<file path="src/rtl/shared_adder_sequencer.sv">
// shared_adder_sequencer: round-robin arbiter time-sharing one bit-serial full-adder
// cell between two requesters, returning a WIDTH+1-bit sum over valid/ready.
module shared_adder_sequencer #(
  parameter int WIDTH = 8
) (
  input  logic             clk,
  input  logic             rst_n,
  input  logic [1:0]       req_valid,
  output logic [1:0]       req_ready,
  input  logic [WIDTH-1:0] req0_a,
  input  logic [WIDTH-1:0] req0_b,
  input  logic [WIDTH-1:0] req1_a,
  input  logic [WIDTH-1:0] req1_b,
  output logic             rsp_valid,
  input  logic             rsp_ready,
  output logic [WIDTH:0]   rsp_sum,
  output logic             rsp_id,
  output logic             busy
);
  localparam int CW = (WIDTH > 1) ? $clog2(WIDTH) : 1;
  localparam int SW = WIDTH - 1;
  typedef enum logic [1:0] {IDLE, ADD, DONE} state_t;
  state_t state, state_nx;
  logic [WIDTH-1:0] a, b;
  logic [SW-1:0] sum;
  logic [CW-1:0] cnt;
  logic rr_ptr, carry, g, s, c_nx, last, take;
  always_comb begin
    g = req_valid[rr_ptr] ? rr_ptr : ~rr_ptr;
    take = state == IDLE && |req_valid;
    s = a[0] ^ b[0] ^ carry;
    c_nx = (a[0] & b[0]) | (carry & (a[0] ^ b[0]));
    last = cnt == CW'(WIDTH - 1);
    req_ready = take ? (g ? 2'b10 : 2'b01) : 2'b00;
    rsp_valid = state == DONE;
    busy = state != IDLE;
    state_nx = take ? ADD : (state == ADD && last) ? DONE : (rsp_valid && rsp_ready) ? IDLE : state;
  end
  always_ff @(posedge clk or negedge rst_n)
    if (!rst_n) state <= IDLE;
    else state <= state_nx;
  // The final sum bit never enters sum: it goes straight into rsp_sum with the carry.
  always_ff @(posedge clk or negedge rst_n)
    if (!rst_n) begin
      a <= '0;
      b <= '0;
      sum <= '0;
      carry <= 1'b0;
      cnt <= '0;
      rr_ptr <= 1'b0;
      rsp_id <= 1'b0;
      rsp_sum <= '0;
    end else if (take) begin
      a <= g ? req1_a : req0_a;
      b <= g ? req1_b : req0_b;
      carry <= 1'b0;
      cnt <= '0;
      rsp_id <= g;
      rr_ptr <= ~g;
    end else if (state == ADD) begin
      a <= a >> 1;
      b <= b >> 1;
      sum <= SW'({s, sum} >> 1);
      carry <= c_nx;
      cnt <= cnt + CW'(1);
      if (last) rsp_sum <= {c_nx, s, sum};
    end
endmodule

</file>
<file path="config.mk">
export PLATFORM = sky130hd
export DESIGN_NAME = shared_adder_sequencer
export DESIGN_NICKNAME = d
export VERILOG_FILES = /design/src/rtl/shared_adder_sequencer.sv
export SDC_FILE = /design/constraint.sdc
export NUM_CORES = 1
export LEC_CHECK = 0
export CAP_MARGIN = 30
export CELL_PAD_IN_SITES_DETAIL_PLACEMENT = 0
export CELL_PAD_IN_SITES_GLOBAL_PLACEMENT = 1
export CORE_ASPECT_RATIO = 0.5
export CORE_MARGIN = 2
export CORE_UTILIZATION = 40
export CTS_CLUSTER_SIZE = 16
export DETAILED_ROUTE_END_ITERATION = 7
export PLACE_DENSITY = 0.95
export SKIP_CTS_REPAIR_TIMING = 1
export SLEW_MARGIN = 20
export SYNTH_ARGS = -nofsm -noshare
export SYNTH_HDL_FRONTEND = slang
export SYNTH_SLANG_ARGS = --single-unit
</file>
<file path="constraint.sdc">
create_clock -name clk -period 2.96 [get_ports clk]
set_input_delay 0.592 -clock clk [delete_from_list [all_inputs] [get_ports clk]]
set_output_delay 0.592 -clock clk [all_outputs]
set_load 0.02 [all_outputs]
</file>
After elaboration in Yosys (flattened, before gate mapping)
Cells that the tools add are included.
{"block": "word_totals", "output_inout_bits": 14, "mem_bits_rw": 0, "ff_bits": 40, "latchBits": 0, "inputBits": 37, "rom_bits": 0, "n_memories": 0}
{"block": "classes", "shift": 0, "n_reduce_logical": 10, "mux": 18, "mul": 0, "bitwise": 8, "add_sub_neg": 1, "n_lt_le_gt_ge": 1, "eq_ne": 3, "div": 0}
{"op": "8-bit 2-to-1 mux", "n": 6}
{"op": "2-bit 2-to-1 mux", "n": 5}
{"op": "3-bit 2-to-1 mux", "n": 2}
{"op": "1-bit 2-to-1 mux", "n": 5}
{"op": "2-bit nonzero test", "n": 2}
{"op": "3-bit by 1-bit adder with 3-bit output, second input constant", "n": 1}
{"op": "3-bit == test, second input constant", "n": 1}
{"op": "1-bit logical AND", "n": 3}
{"op": "1-bit inverter", "n": 3}
{"op": "3-bit AND reduction", "n": 1}
{"op": "3-bit nonzero test", "n": 1}
{"op": "1-bit AND", "n": 2}
{"op": "2-bit by 1-bit == test with 1-bit output, second input constant", "n": 1}
{"op": "2-bit == test, second input constant", "n": 1}
{"op": "2-bit zero test", "n": 1}
{"op": "1-bit by 2-bit < comparator with 1-bit output, second input constant", "n": 1}
{"op": "2-bit AND reduction", "n": 1}
{"op": "2-bit OR reduction", "n": 1}
{"op": "1-bit bitwise XOR", "n": 2}
{"op": "1-bit OR", "n": 1}

Depth between registers and ports, before layout
Gate-level depths: netlist (run 1).
{"block": "logic_depth", "depth_word": 5, "mapped_depth": 6}

Least setup slack after synthesis (run 1)
OpenSTA, ideal clock, no wires.
{"block": "synth_path", "path_kind": "input -> output", "startpoint": "input req_valid[1]", "endpoint": "output req_ready[1]", "n_path_buf": 1, "stages": 3, "setup_slack_ns": 1.060, "arrival_ns": 1.308, "path_cell_list": "nor3b_4 > buf_4 > and2_1"}
{"block": "synth_via", "elab_chain_cells": 5, "word_cells_on_any_way": 7, "cone_classes": "mux (5); reduce/logical (2)"}
{"item": "from (decl)", "line": "8", "rtl": "input logic [1:0] req_valid,"}
{"item": "1-bit 2-to-1 mux (implied by the code) (2 in a row)", "line": "29", "rtl": "g = req_valid[rr_ptr] ? rr_ptr : ~rr_ptr;"}
{"item": "1-bit 2-to-1 mux", "line": "29"}
{"item": "2-bit 2-to-1 mux", "line": "34", "rtl": "req_ready = take ? (g ? 2'b10 : 2'b01) : 2'b00;"}
{"item": "2-bit 2-to-1 mux (*)", "line": "34"}
{"item": "to (decl)", "line": "9", "rtl": "output logic [1:0] req_ready,"}
Every way passes the cells marked *; elsewhere a longest branch is shown, timed or not. The select of a mux whose other input is x is not followed.

Worst setup path in the final report (run 1)
Same ends and word-level chain as after synthesis.

==> flow_summary.yaml, run 1 <==
worst_setup_path:
  start_kind: "primary input"
  endpoint_kind: "output pin"
  crit_fanout: 5
  required_ps: 2370
  arrival_ps: 2160
  r2r_setup_slack_ps: 1130
  worst-setup-path-type: "in -> out"
global_routing:
  grt.overflow.total: 0
  use_met3: 0.0476
  antenna_found_initial: 0
  grt_start_max_net_pins: 41
  grt_pass1_wl_mm: 7.07
  grt_pass1_vias: 1512
  track_usage: 0.172
  grt-busiest-layer: "met2"
  met2_usage: 0.282
  met1_usage: 0.223
pwr:
  p_leak_uw: 0.00106
  peakVddDrop_mv: 0.321
  powerDensity_nw_per_um2: 969
cells_and_area:
  synthToLayoutAreaGrowth_pct: 35.8
  final_core_util: 0.577
  fin_area_um2: 2600
  antenna_cells: 0
  nNetsFinal: 257
  fin_cells: 284
  layout-drive-gt1-share: 0.193
timing:
  fmax_ghz: 0.363
  whs_ps: 177
  setup_violations: 0
  final-hold-violation-count: 0
  finalCritPeriodShare: 0.930
  skew_ps: 7.67
  drv_slew: 0
  rsz0062_at_grt: "false"
  slew_headroom: 0.683
  min_period_ps: 2750
  worst_slew_pin_slew_ps: 474
  tns_ps: 0
synth:
  ys_seq_area_frac: 0.522
  synth.distinct_cells: 32
  netlist_instances: 164
  synth_edf_count: 0
  ys_seq_elements: 40
  avgSynthCellArea_um2: 11.7
  synth_top_area_frac: 0.522
  synth_common_cells: "dfrtp_1 (40), a21oi_1 (16), mux2_2 (16)"
  yosysMostFrequentCell: "dfrtp_1"
  synth_area_leaders: "dfrtp_1 (52%), mux2_2 (9.4%), a32oi_1 (6.4%)"
  synth_nets: 204
  async_flop_share: 1.00
  synth_top_area_cell: "dfrtp_1"
  synthFlopType: "dfrtp_1"
  netlist_area_um2: 1920
  ys_warn_count: 0
route:
  dr.first_iter.drc_count: 130
  avgViaCountPerCell: 5.57
  wirelength_mm: 4.35
  wl_per_cell_um: 15.3
  drc_errors: 0
  antenna_left: 0
  first_pass_iters: 4
  dr_total_vias: 1582
placement:
  portBuffers: 50
  place_congestion: 0.863
  dp.cells: 275
  place_hpwl_mm: 2.98
  placed_area_um2: 2460
floorplanning:
  die-height_um: 53.0
  floorplan.rows: 17
  io_pins: 51
  initial_core_util: 0.425
  die-area_um2: 5400
  die_w_um: 102
  core_um2: 4510
clocking:
  clock_latency_ps: 300
  cts-root-buf: "clkbuf_8"
  clockBufferDepth: 2
  clock_sinks: 40
  cts_max_level: 2
  cts_buffers: 5
  cts_tree: "built"
  clk_pin_slew_ps: 80
status:
  status: "completed"
run:
  maxCapViolations: 0
min_path:
  hold_path_class: "in -> async"
[kinds of logic (layout without fill, tap and decap cells)]
| logic type | after synthesis | count (layout) | share of synthesized area |
|---|---|---|---|
| mux | 16 | 16 | 0.0940 |
| simple gates | 35 | 35 | 0.110 |
| buf+inv | 16 | 70 | 0.0561 |
| fa+ha+maj | 3 | 3 | 0.0235 |
| flops | 40 | 40 | 0.522 |
| compound gates | 54 | 54 | 0.195 |
[placed cells by master, fill, tap and decap left out, types with 2 or more instances in the layout]
cell | Yosys | layout
a32oi_1 | 14 | 14
a22o_1 | 3 | 3
a221o_1 | 2 | 2
a31oi_1 | 14 | 14
clkbuf_8 | 0 | 6
and2_1 | 2 | 2
buf_4 | 2 | 9
o21ai_0 | 2 | 2
nor2_1 | 5 | 5
nor3b_4 | 2 | 2
a21oi_2 | 2 | 2
nand2_1 | 3 | 3
ha_1 | 2 | 2
mux2_2 | 16 | 16
clkdlybuf4s50_1 | 0 | 49
and3_1 | 2 | 2
a21oi_1 | 16 | 16
nand3_1 | 14 | 14
dfrtp_1 | 40 | 40
[area by class of cell]
cell class                 count  area, µm²
timing repair buffer          60        583
inverter                       2       7.51
multi-input combinational    108        808
clock buffer                   6       82.6
tap                           66       82.6
fill                         403       1910
clock inverter                 2       38.8
sequential                    40       1000
[sequential cells by signal, summed over array words and instances, names as in the netlist]
| signal | count |
|---|---|
| rsp_sum | 9 |
| a | 8 |
| b | 8 |
| sum | 7 |
| cnt | 3 |
| state | 2 |
| carry | 1 |
| rr_ptr | 1 |
| rsp_id | 1 |
[power by group]
group	internal (µW)	switching [µW]	leakage (µW)
Sequential	813	172	0.000484
Combinational	552	510	0.000513
Clock	276	200	0.0000614
[layer usage]
metal / vias up / wire length (µm) / share of wire
met5: - / 0 / 0
met3: 5 / 338 / 0.078
met1: 776 / 1910 / 0.44
met2: 67 / 2070 / 0.47
li1: 734 / - / -
met4: 0 / 34 / 0.0078
[worst max-delay path, cell delays in order]
cell	delay, ps
clkdlybuf4s50_1	550
nor3b_4	230
and2_1	180
clkdlybuf4s50_1	610
[worst paths after layout]
kind	depth (start not counted)	to	start
worst max-delay path	4	req_ready[1]	req_valid[1]
min in group clk	1	rr_ptr$_DFFE_PN0P_	rr_ptr$_DFFE_PN0P_
worst min-delay path	1	b[5]$_DFFE_PN0P_	rst_n
worst max register to register	5	rsp_sum[6]$_DFFE_PN0P_	state[0]$_DFFE_PN0P_
worst min register to register	1	rr_ptr$_DFFE_PN0P_	rr_ptr$_DFFE_PN0P_
max in group asynchronous	2	b[0]$_DFFE_PN0P_	rst_n
[stage by stage]
step / setup WS (ps) / power, µW
after global routing: 118 / 2690
after CTS: 187 / 2540
final: 207 / 2520
after floorplan: 1060 / 1690
after detailed placement: 205 / 2060
after global placement: 207 / 2010
(Power assumes the default switching activity.)
==> run 2: changes to the inputs <==
--- a/config.mk
+++ b/config.mk
@@ -5,12 +5,13 @@
 export SDC_FILE = /design/constraint.sdc
 export NUM_CORES = 1
 export LEC_CHECK = 0
+export ABC_AREA = 1
 export CAP_MARGIN = 30
 export CELL_PAD_IN_SITES_DETAIL_PLACEMENT = 0
 export CELL_PAD_IN_SITES_GLOBAL_PLACEMENT = 1
 export CORE_ASPECT_RATIO = 0.5
 export CORE_MARGIN = 2
-export CORE_UTILIZATION = 40
+export CORE_UTILIZATION = 38
 export CTS_CLUSTER_SIZE = 16
 export DETAILED_ROUTE_END_ITERATION = 7
 export PLACE_DENSITY = 0.95
==> flow_summary.yaml, run 2 <==
min_path:
  hold_path_class: "in -> async"
floorplanning:
  die-area_um2: 5960
  core_um2: 5020
  floorplan.rows: 18
  die_w_um: 107
  initial_core_util: 0.403
  io_pins: 51
  die-height_um: 55.6
pwr:
  powerDensity_nw_per_um2: 387
  finalPower_uw: 1030
  peakVddDrop_mv: 0.203
  p_leak_uw: 0.00127
clocking:
  cts_tree: "built"
  cts_max_level: 2
  clk_pin_slew_ps: 80
  clock_sinks: 40
  cts_buffers: 5
  cts-root-buf: "clkbuf_8"
  clockBufferDepth: 2
  clock_latency_ps: 300
global_routing:
  grt_pass1_wl_mm: 7.70
  grt.overflow.total: 0
  grt_start_max_net_pins: 41
  track_usage: 0.165
  grt_pass1_vias: 1700
  antenna_found_initial: 0
synth:
  synth_area_leaders: "dfrtp_1 (49%), nand3_1 (11%), nand2_1 (10%)"
  synth_common_cells: "nand2_1 (56), nand3_1 (45), dfrtp_1 (40), inv_1 (30), o21ai_0 (25)"
  ys_warn_count: 0
  synth.distinct_cells: 22
  synth_top_area_frac: 0.495
  netlist_area_um2: 2020
  synth_top_area_cell: "dfrtp_1"
  ys_seq_elements: 40
  async_flop_share: 1.00
  ys_seq_area_frac: 0.495
  synthFlopType: "dfrtp_1"
  netlist_instances: 245
  synth_nets: 285
  synth_edf_count: 0
  yosysMostFrequentCell: "nand2_1"
  avgSynthCellArea_um2: 8.26
placement:
  portBuffers: 50
  place_hpwl_mm: 3.19
  place_congestion: 0.780
cells_and_area:
  synthToLayoutAreaGrowth_pct: 31.0
  final_core_util: 0.528
  layout-drive-gt1-share: 0.0949
  fillers: 459
  nNetsFinal: 335
  largest_reg_flops: 9
  antenna_cells: 0
  largest-register: "rsp_sum"
  reg_top3: "rsp_sum x9, a x8, b x8"
  mostFrequentLayoutCells: "nand2_1 (56), clkdlybuf4s50_1 (47), nand3_1 (45), dfrtp_1 (40), inv_1 (30)"
  mostFrequentLayoutCell: "nand2_1"
timing:
  rsz0062_at_grt: "false"
  finalCritPeriodShare: 0.848
  fmax_ghz: 0.398
  worst_slew_pin_slew_ps: 554
  skew_ps: 3.60
  final-hold-violation-count: 0
  drv_slew: 0
  slew_headroom: 0.629
  min_period_ps: 2510
  setup_violations: 0
  tns_ps: 0
run:
  maxCapViolations: 0
status:
  status: "completed"
worst_setup_path:
  start_kind: "primary input"
  worst-setup-path-type: "in -> out"
  endpoint_kind: "output pin"
  arrival_ps: 1920
  crit_fanout: 9
  required_ps: 2370
route:
  avgViaCountPerCell: 4.77
  drc_errors: 0
  antenna_left: 0
  dr_total_vias: 1740
  first_pass_iters: 4
  wl_per_cell_um: 12.4
  dr.first_iter.drc_count: 95
  wirelength_mm: 4.53
## run 2: changes by cell type after synthesis, sizes merged, moves of 16 or more
cell | before | now
o21ai | 2 | 33
mux2 | 16 | 0
nand2 | 4 | 61
nand3 | 14 | 45
a21oi | 18 | 1
inv | 1 | 32
## run 2: where the power goes
group	total [µW]	switching [µW]	internal (µW)
registers	565	6.45	559
clock network	356	196	160
logic	105	44.2	60.5
total	1030	247	779
## run 2: cell families (layout without fill, tap and decap cells)
| group | after synthesis | count (layout) | synth area share |
|---|---|---|---|
| DFF | 40 | 40 | 0.495 |
| AOI/OAI and AO/OA | 34 | 34 | 0.0860 |
| and+or+nand+nor | 125 | 125 | 0.296 |
| adders and majority gates | 3 | 3 | 0.0223 |
| buffers and inverters | 43 | 93 | 0.101 |
## run 2: area by class of cell
cell class / count / area [µm²] / area share
flip-flops and latches: 40 / 1000 / 0.378
multi-input cells: 162 / 817 / 0.308
repair buffers: 54 / 543 / 0.205
inverters: 32 / 120 / 0.0453
well taps: 70 / 87.6 / 0.0331
clock buffers: 5 / 68.8 / 0.0260
clock inverters: 2 / 12.5 / 0.00472
## run 2: worst paths after layout
check | startpoint | endpoint | slack [ps] | cells after the start
worst max-delay path | req_valid[0] | req_ready[0] | 450 | 6
worst min-delay path | rst_n | rsp_sum[4]$_DFFE_PN0P_ | 130 | 1
worst max register to register | state[1]$_DFFE_PN0P_ | b[5]$_DFFE_PN0P_ | 1320 | 6
worst min register to register | cnt[1]$_DFFE_PN0P_ | cnt[1]$_DFFE_PN0P_ | 480 | 2
max in group asynchronous | rst_n | a[2]$_DFFE_PN0P_ | 2410 | 2
min in group clk | cnt[1]$_DFFE_PN0P_ | cnt[1]$_DFFE_PN0P_ | 480 | 2
## run 2: per-layer routing
| layer | wire [µm] | GRT usage | up-vias | share of wire |
|---|---|---|---|---|
| met5 | 0 | 0 | - | 0 |
| li1 | - | - | 882 | - |
| met2 | 2140 | 0.277 | 27 | 0.47 |
| met4 | 31 | 0.0334 | 0 | 0.0068 |
| met1 | 2160 | 0.209 | 828 | 0.48 |
| met3 | 197 | 0.0550 | 3 | 0.043 |
## run 2: worst max-delay path, stage by stage
cell and delay [ps]:
clkdlybuf4s50_1 550, nor2_1 100, nor2_4 220, nand2_1 100, inv_1 100, dlymetal6s2s_1 240
## run 2: per-stage QoR
stage / hold slack (ps) / instances / worst slack [ps] / area [µm²]
2_1_floorplan: 296 / 245 / 1260 / 2020
3_3_place_gp: 460 / 357 / 126 / 2540
3_5_place_dp: 469 / 357 / 85.5 / 2540
4_1_cts: 423 / 364 / 78.1 / 2630
5_1_grt: 119 / 365 / 372 / 2650
6_report: 127 / 365 / 450 / 2650
==> RTL change 1 (flow settings as in run 1) <==
Make the reset (`rst_n`) synchronous in 2 clocked blocks.
--- a/src/rtl/shared_adder_sequencer.sv
+++ b/src/rtl/shared_adder_sequencer.sv
@@ -36,11 +36,11 @@
     busy = state != IDLE;
     state_nx = take ? ADD : (state == ADD && last) ? DONE : (rsp_valid && rsp_ready) ? IDLE : state;
   end
-  always_ff @(posedge clk or negedge rst_n)
+  always_ff @(posedge clk)
     if (!rst_n) state <= IDLE;
     else state <= state_nx;
   // The final sum bit never enters sum: it goes straight into rsp_sum with the carry.
-  always_ff @(posedge clk or negedge rst_n)
+  always_ff @(posedge clk)
     if (!rst_n) begin
       a <= '0;
       b <= '0;
Formal check against the unedited RTL: differs if rst_n is asserted again (counterexample within 4 cycles, from zero or initial values and one cycle with rst_n low); with rst_n held inactive, the same outputs for 10 cycles.
==> RTL change 1 against run 1 <==
Wire length rose by 8.8%. Area after synthesis rose by 10%. Worst hold slack improved by 0.29 ns. Die area rose by 9.8%. Critical path depth is the same. Count of clock-buffer cells in the layout increased by 1. Highest routed layer unchanged. Cell area up 5.7%. Register-to-register slack lost 0.09 ns. Sequential cell count did not move. Worst setup slack worse by 0.028 ns. Synthesized cell count rose by 40%.
Power is not compared: it rests on default switching activity, and its combinational part moved more than twofold at a synthesized area within 25%.
==> RTL change 1: results (changes against run 1) <==
outcome=finished, final reports clean (unchanged); DP Wirelength=3.208 mm (was 2.976 mm); worst reg-to-reg setup slack=1.04 ns (was 1.13 ns); Post-synth top cells=40 x dfxtp_1, 29 x nand2_1, 19 x a21boi_0 (was 40 x dfrtp_1, 16 x a21oi_1, 16 x mux2_2); first-pass GRT wire length=7.983 mm (was 7.072 mm); Async SR Flop Fraction=0% (was 100.0%); Tcrit/Tclk final=93.97% (was 93.01%); Final Wtd Congestion=0.7443 (was 0.8632); layout cells sized above 1=10.55% (was 19.27%); Post-Route Skew=0.007949 ns (was 0.007665 ns); minimum hold slack=0.4641 ns (was 0.1769 ns); Placed Instances=337 (was 275); critical path peak fanout=7 (was 5); via count=1844 (was 1582); WL final=4.734 mm (was 4.352 mm); total global-route track usage=16.66% (was 17.19%); Crit path arrival time=2.19 ns (was 2.16 ns); hold crit path type=flop to flop (was input port to asynchronous set/reset pin); NumNets Final=314 (was 257); post-place setup slack=0.1772 ns (was 0.2047 ns); syn_nets=270 (was 204); Synth Flop Type=dfxtp_1 (was dfrtp_1); Slew HR=52.80% (was 68.25%); max incr delay on CP=0.65 ns (was 0.61 ns); largest net degree at the start of global routing=39 (was 41); Syn Area/Cell=9.204 um^2 (was 11.69 um^2); violation count after the first detailed-route iteration=95 (was 130); Register-to-Register Path Depth=4 (was 5)
## RTL change 1: final timing paths
kind | from | to
worst max-delay path | req_valid[0] | req_ready[0]
worst min register to register | rsp_sum[3] | rsp_sum[3]
worst min-delay path | rsp_sum[3] | rsp_sum[3]
worst max register to register | state[0] | rsp_sum[7]
## RTL change 1: logic make-up (layout without fill, tap and decap cells)
kind of cell,count (synthesis),in the layout,synth area share [%]
buffers and inverters,24,69,6.028
AO/OA/AOI/OAI,74,74,28.61
AND/OR/NAND/NOR,88,88,25.00
XOR/XNOR,1,1,0.4138
adder cells (fa/ha/maj),3,3,2.128
flip-flops,40,40,37.83
## RTL change 1: layout make-up
class | instances | area [um^2]
clock inverter | 1 | 7.507
timing repair buffer | 60 | 575.6
clock buffer | 7 | 86.33
fill | 451 | 2270
sequential | 40 | 800.8
inverter | 1 | 3.754
tap | 70 | 87.58
multi-input combinational | 166 | 1191
## RTL change 1: metal layers
metal	global-route usage (%)	wire [um]
met5	0	0
met4	6.308	77
met3	3.542	138
met2	28.12	2253
met1	20.97	2264
## RTL change 1: power groups by stage
stage               Clock [mW]  Combinational, mW  Sequential, mW
finish                   0.382              0.206           0.579
global route             0.414              0.224           0.581
CTS                      0.391              0.206           0.578
detailed placement           0              0.205           0.591
global placement             0              0.202           0.590
floorplan                    0              0.129           0.587
## RTL change 1: critical path: cells and delay by family
family                 cells  cell delay, ns
AND/OR/NAND/NOR            1            0.12
AO/OA/AOI/OAI              1            0.24
buffers and inverters      2            1.24
## RTL change 1: per-stage QoR
step	utilization [%]	power [mW]	area [um^2]
floorplan	-	0.7162	2117
global placement	52.89	0.7921	2656
detailed placement	52.94	0.7962	2659
CTS	54.81	1.176	2753
global route	54.81	1.220	2753
finish	54.81	1.166	2753
==> RTL change 2 (flow settings as in run 1) <==
Made on the original files. Change the parameter `WIDTH` from 8 to 16.
--- a/src/rtl/shared_adder_sequencer.sv
+++ b/src/rtl/shared_adder_sequencer.sv
@@ -1,7 +1,7 @@
 // shared_adder_sequencer: round-robin arbiter time-sharing one bit-serial full-adder
 // cell between two requesters, returning a WIDTH+1-bit sum over valid/ready.
 module shared_adder_sequencer #(
-  parameter int WIDTH = 8
+  parameter int WIDTH = 16
 ) (
   input  logic             clk,
   input  logic             rst_n,
Ports: changed (5 resized); port bits go from 51 to 91. No check against the original RTL was run, so the function may have changed too.
==> RTL change 2 against run 1 <==
Worst setup slack worse by 0.091 ns. Via count up 91%. Sequential cell count up 33. Utilization down 1.0 points. Power down 7.1%. Area after synthesis up 84%. Wire length up 110%. Sequential share of layout area down 1.2 points. Die area up 79%. First-iteration DRC count up 68%. Synthesized cell count up 120%. Clock power up 130%. Cell area up 88%. Largest cell class unchanged. Clock skew about the same. Largest power group is now clock.
==> RTL change 2: results (changes against run 1) <==
Peak VDD IR=0.3493 mV (was 0.3205 mV); max incr delay on CP=0.64 ns (was 0.61 ns); post-synthesis mux area share=5.705% (was 9.399%); post-synthesis cell type count=33 (was 32); Clock Root Buffer=clkbuf_16 (was clkbuf_8); Final Wtd Congestion=0.8195 (was 0.8632); vias in the first global route=3001 (was 1512); Post-Route Skew=0.007378 ns (was 0.007665 ns); clock slew at reported path FFs=0.06 ns (was 0.08 ns); Post-synth top cells=73 x dfrtp_1, 56 x nand3_1, 46 x nand2_1 (was 40 x dfrtp_1, 16 x a21oi_1, 16 x mux2_2); Detail Route met2 WL=4.262 mm (was 2.065 mm); layout cells sized above 1=8.520% (was 19.27%); Post-DP Area=0.004577 mm^2 (was 0.002462 mm^2); H-tree Lvls=3 (was 2); P_leak=2.129 nW (was 1.059 nW); NumNets Final=512 (was 257); Port Buffers=90 (was 50); outcome=finished, final reports clean (unchanged); biggest regs=rsp_sum x17, a x16, b x16 (was rsp_sum x9, a x8, b x8); routed vias/inst=5.375 (was 5.570); post-synthesis sequential area ratio=51.74% (was 52.22%); met3 wire length=414 um (was 338 um); first-pass GRT wire length=14.67 mm (was 7.072 mm); syn_nets=427 (was 204); Met1 Wirelength=4.241 mm (was 1.914 mm); CTS buffer count=9 (was 5)
[RTL change 2: changes by cell type in the layout (fill, tap and decap cells not counted), moves of 17 or more]
cell	change
nand2_1	+43
nand3_1	+42
clkdlybuf4s50_1	+40
dfrtp_1	+33
inv_1	+30
a211oi_1	+27
mux2_1	+17
[RTL change 2: final timing paths]
check / slack, ns / cells after the start / end
max: 0.12 / 4 / req_ready[1]
min: 0.15 / 1 / rsp_sum[2]
max reg2reg: 0.73 / 4 / rsp_sum[12]
min reg2reg: 0.48 / 2 / sum[5]
max in group asynchronous: 2.26 / 2 / a[4]
min in group clk: 0.48 / 2 / sum[5]
[RTL change 2: routing by layer]
metal  vias to the layer above  global-route usage, %
met5                         -                      0
met4                         0                  6.644
met3                        15                  5.519
met2                        65                  29.39
met1                      1489                  27.30
li1                       1457                      -
[RTL change 2: metrics by stage]
stage / cells / worst slack [ns]
after CTS: 562 / 0.1075
final: 563 / 0.1157
after global routing: 563 / 0.05500
after detailed placement: 546 / 0.09863
after floorplan: 356 / 1.116
after global placement: 546 / 0.1396
[RTL change 2: cell type report]
| class | count | area [um^2] |
|---|---|---|
| Clock buffer | 9 | 225.2 |
| Clock inverter | 7 | 76.32 |
| Tap cell | 117 | 146.4 |
| Inverter | 31 | 116.4 |
| Multi-Input combinational cell | 219 | 1456 |
| Timing Repair Buffer | 107 | 1059 |
| Fill cell | 757 | 3742 |
| Sequential cell | 73 | 1827 |
[RTL change 2: power by group]
group          internal, mW  switching (mW)
Combinational         0.114          0.0743
Clock                 0.658           0.436
Sequential             1.04          0.0238
